===== src/rtl/reg_set.sv =====
// reg_set: RV32 integer register file.
// Two combinational read ports, one synchronous write port, register 0 hard-wired to zero.
// Optional feature macro: REGSET_RESET_EN
//   defined   -> registers 1..N-1 get an asynchronous active-low clear; reset beats write.
//   undefined -> reset is ignored and the array has no reset (RAM-inference friendly).
module reg_set #(
    parameter int unsigned REGISTER_COUNT = 32,
    parameter int unsigned DATA_WIDTH     = 32,
    parameter int unsigned ADDR_WIDTH     = $clog2(REGISTER_COUNT)
) (
    input  logic                  clk,
    input  logic                  reset,
    input  logic                  write_enable,
    input  logic [ADDR_WIDTH-1:0] write_addr,
    input  logic [DATA_WIDTH-1:0] write_data,
    input  logic [ADDR_WIDTH-1:0] read1_addr,
    input  logic [ADDR_WIDTH-1:0] read2_addr,
    output logic [DATA_WIDTH-1:0] read1_data,
    output logic [DATA_WIDTH-1:0] read2_data
);

    // Entry 0 is never stored; only 1..REGISTER_COUNT-1 exist as flops.
    logic [DATA_WIDTH-1:0] regs [1:REGISTER_COUNT-1];

    logic write_hit;
    assign write_hit = write_enable && (write_addr != '0);

`ifdef REGSET_RESET_EN
    // Writeback port with asynchronous clear; an active reset suppresses the write.
    always_ff @(posedge clk or negedge reset) begin
        if (!reset) begin
            for (int i = 1; i < int'(REGISTER_COUNT); i++) begin
                regs[i] <= '0;
            end
        end else if (write_hit) begin
            regs[write_addr] <= write_data;
        end
    end
`else
    // Reset is accepted at the port but intentionally has no effect in this build.
    logic unused_reset;
    assign unused_reset = reset;

    // Writeback port without reset so the array can map onto RAM primitives.
    always_ff @(posedge clk) begin
        if (write_hit) begin
            regs[write_addr] <= write_data;
        end
    end
`endif

    // Read port 1: address 0 forces zero, no bypass from the write port.
    always_comb begin
        read1_data = '0;
        if (read1_addr != '0) begin
            read1_data = regs[read1_addr];
        end
    end

    // Read port 2: independent of port 1, same zero-register rule.
    always_comb begin
        read2_data = '0;
        if (read2_addr != '0) begin
            read2_data = regs[read2_addr];
        end
    end

endmodule


===== config.mk =====
export PLATFORM = sky130hd
export DESIGN_NAME = reg_set
export DESIGN_NICKNAME = d
export VERILOG_FILES = /design/src/rtl/reg_set.sv
export SDC_FILE = /design/constraint.sdc
export NUM_CORES = 1
export LEC_CHECK = 0
export BUFFER_PORTS_ARGS = -buffer_cell sky130_fd_sc_hd__buf_2
export CAP_MARGIN = 20
export CELL_PAD_IN_SITES_DETAIL_PLACEMENT = 1
export CELL_PAD_IN_SITES_GLOBAL_PLACEMENT = 2
export CORE_MARGIN = 2
export CORE_UTILIZATION = 49
export DETAILED_ROUTE_END_ITERATION = 16
export HOLD_SLACK_MARGIN = 0.1
export PLACE_DENSITY = 0.77
export SETUP_SLACK_MARGIN = 0.2
export SYNTH_ARGS = -nofsm -noshare
export SYNTH_HDL_FRONTEND = slang
export SYNTH_SLANG_ARGS = --single-unit

===== constraint.sdc =====
create_clock -name clk -period 3.2 [get_ports clk]
set_input_delay 0.32 -clock clk [delete_from_list [all_inputs] [get_ports clk]]
set_output_delay 0.32 -clock clk [all_outputs]
set_load 0.05 [all_outputs]

# ---- Word-level counts from Yosys, hierarchy flattened
# Memory sizes are Yosys's and may differ from the RTL's.
# Cells that the tools add are included.
dict set report word_totals {
  regBits 0
  ramBits 992
  inputBits 50
  out_inout_bits 64
  elab_cells 9
  mem_count 1
}
# memory words width rd rd_ports_with_merged_regs write_ports line_no
set memory_table {}
lappend memory_table {regs 31 32 2 0 1 23} ;# logic [DATA_WIDTH-1:0] regs [1:REGISTER_COUNT-1];
dict set report op_classes {
  muxes 4
  n_reduce_logical 4
}
# op n
set ops {}
lappend ops {{$mux W32} 2}
lappend ops {{$reduce_bool A5 Y1} 3}
lappend ops {{$mux W1} 2}
lappend ops {{$logic_and A1 B1 Y1} 1}

# ---- Longest topological paths before layout
dict set report logic_depth {
  ltp_word 4
  ltp_mapped 10
  ltp_nobuf 4
}

# ---- Worst setup path after synthesis
# OpenSTA, ideal clock, no wires.
dict set report synth_path {
  path_kind {input to register}
  startpoint {in write_addr[1]}
  endpoint {mem regs[12][0] (enable)}
  setup_time_ns 0.421
  arrival_time_ns 2.319
  required_time_ns 2.779
  slack_ns 0.460
  stages 3
  path_buffers 1
  cell_sequence {or3b_2 clkbuf_1 nor2_1}
}
dict set report synth_via {
  elab_chain_cells 4
}
# item line_no
set synth_rtl {}
lappend synth_rtl {{start, declared} 14} ;# input logic [ADDR_WIDTH-1:0] write_addr,
lappend synth_rtl {{$reduce_bool A5 Y1} 26} ;# assign write_hit = write_enable && (write_addr != '0);
lappend synth_rtl {{$logic_and A1 B1 Y1} 26}
lappend synth_rtl {{$mux W1} 46} ;# if (write_hit) begin
lappend synth_rtl {{$mux W1 (not written as such)} 47} ;# regs[write_addr] <= write_data;
lappend synth_rtl {{end, declared} 23}
# Parallel ways exist; a longest one is shown, timed or not.

==> flow_summary.yaml <==
run_status:
  outcome: "finished, final reports clean"
critical_path:
  cp-end-kind: "primary output"
  path_max_fanout: 2
  arrival_ps: 2660
  required_ps: 2880
  crit_path_start_kind: "flop"
  criticalPathCategory: "flop to primary output"
sta:
  finalSetupViolCount: 0
  post-route-period-util: 0.931
  worst_slew_pin_slew_ps: 848
  worst_slack_ps: 220
  slew_headroom: 0.432
  max_freq_mhz: 336
  period_needed_ps: 2980
  hold_violations: 0
  rsz0062_at_grt: "true"
  hold_slack_ps: 122
  drv_slew: 0
  fin_setup_tns_ps: 0
cells_and_area:
  layout_commonest_cell: "edfxtp_1"
  num-fill-cells: 8149
  drive_gt1_frac: 0.310
  multi_input_area_um2: 15900
  regArea_um2: 29800
  most-common-layout-cells: "edfxtp_1, mux4_2, mux2i_1"
  largest_register: "regs"
  syn_to_final_growth_pct: 16.7
  largest_reg_flops: 992
  largest_registers: "regs (992)"
  final_nets: 2896
power_and_ir_drop:
  irDropWorstVdd_uv: 485
  power_density_nw_per_um2: 557
  total_power_mw: 30.2
  p_leak_nw: 18.3
routing:
  wl_per_cell_um: 38.8
  detailedRoute.firstIterationViolations: 3597
  drc_errors: 0
  dr.pass1.iters: 5
  wl_met3_mm: 17.7
  wl_mm: 162
  vias: 29006
  drt-met1-wl_mm: 61.0
  ant_nets: 0
  top_layer_used: "met5"
  avgViaCountPerCell: 6.93
  met2_length_mm: 75.5
global_route:
  grt_pass1_wl_mm: 227
  grt_pass1_vias: 30019
  grt_usage: 0.334
  grt.overflow.total: 0
  grt_max_degree: 68
  antenna_found_initial: 15
clocking:
  cts_max_level: 3
  cts-root-buf: "clkbuf_16"
  clockBufferDepth: 3
  cts.sinks: 992
  cts_tree: "built"
  clkTransAtPathRegs_ps: 60
  cts_made_buffers: 105
placement:
  place_worst_setup_slack_ps: 225
  place_congestion: 0.861
  dp.final_hpwl_mm: 99.7
  portBuffers: 112
die:
  rows: 112
  io_pins: 114
  coreArea_um2: 93700
  initial_core_util: 0.496
  die_y_um: 312
  die_area_um2: 97400
  die_w_um: 312
yosys:
  syn_avg_cell_area_um2: 17.9
  synth_seq_cells: 992
  synth_seq_area_share: 0.641
  synthDistinctLibCells: 38
  syn_area_um2: 46500
  synthCells: 2601
  synth_warnings: 0
  synth_nets: 2651
worst_hold_path:
  hold_path_class: "input pin to flop"
flow_run:
  maxCapViolCount: 0
## Yosys cell counts
library cell,number,area (um2)
edfxtp_1,992,29800
mux4_1,9,236
buf_4,31,233
o21ai_0,14,70.1
and2_1,34,213
a22o_1,45,394
nand3b_1,6,45.0
mux2i_1,316,3160
and3_1,14,87.6
or3b_2,3,26.3
a311o_1,31,310
nand2b_1,2,12.5
nor3b_1,1,7.51
buf_8,1,15.0
nor3_2,1,10.0
inv_1,1,3.75
a211o_1,31,272
or3_1,1,6.26
buf_6,15,169
buf_12,1,20.0
nor2b_1,36,225
clkbuf_1,85,319
buf_1,13,48.8
nand3_1,52,260
a211oi_1,18,135
mux2_2,34,383
o21ai_1,18,90.1
nand4_1,18,113
a31oi_1,14,87.6
nor4_2,1,12.5
nor2_1,115,432
a21oi_1,68,340
buf_2,58,290
nand2_1,89,334
mux4_2,339,7630
a22oi_1,92,691
nor3_1,1,5.00
o221ai_2,1,15.0
## timing repair
| item | 4_1_cts | 5_1_grt |
|---|---|---|
| pin swaps | 6 | 19 |
| endpoints found under the hold margin | 315 | 0 |
| setup buffers | 5 | 6 |
| hold buffers | 14 | 0 |
| gates resized for setup | 8 | 13 |
| endpoints found under the setup margin | 9 | 14 |
## critical path, cell delays in order (launching register included)
cell	delay [ps]
edfxtp_1	390
mux4_2	500
nor2b_4	150
a211o_1	250
a311o_2	490
buf_12	180
## stage by stage
step,instances,util,instance area (um2)
finish,4186,0.579,54300
global route,4184,0.579,54300
CTS,4176,0.578,54200
detailed placement,3968,0.540,50600
global placement,3968,0.540,50600
floorplan,2601,-,46500
## path summary, 6_finish.rpt
check	from	to	slack, ps	cells after the start
worst max-delay path	regs[22][12]	read2_data[12]	220	5
worst min-delay path	write_data[15]	regs[12][15]	120	1
## cell families (layout without fill, tap and decap cells)
logic type	after synthesis	in the layout	share of synthesized area
buffers and inverters	205	532	0.0236
flip-flops	992	992	0.641
other	0	4	0
AO/OA/AOI/OAI	332	332	0.0517
AND/OR/NAND/NOR	374	374	0.0385
multiplexers	698	698	0.246
## layer usage
| layer | track usage | vias up |
|---|---|---|
| met5 | 0 | - |
| met4 | 0.144 | 20 |
| met3 | 0.0994 | 399 |
| met2 | 0.520 | 1632 |
| met1 | 0.439 | 15578 |
| li1 | - | 11377 |
## final cells by class
class / instances / area share
diodes: 4 / 0.000184
inverters: 1 / 0.0000691
clock inverters: 62 / 0.0118
clock buffers: 127 / 0.0511
multi-input cells: 1404 / 0.294
well taps: 1254 / 0.0289
flip-flops and latches: 992 / 0.549
repair buffers: 342 / 0.0654
## where the power goes
group	internal [mW]	switching (mW)	total (mW)
Combinational	1.31	2.06	3.36
Clock	7.18	5.16	12.3
Sequential	14.5	0.0733	14.5
Total	22.9	7.29	30.2
Note: power is estimated with default switching activity, not from simulation.
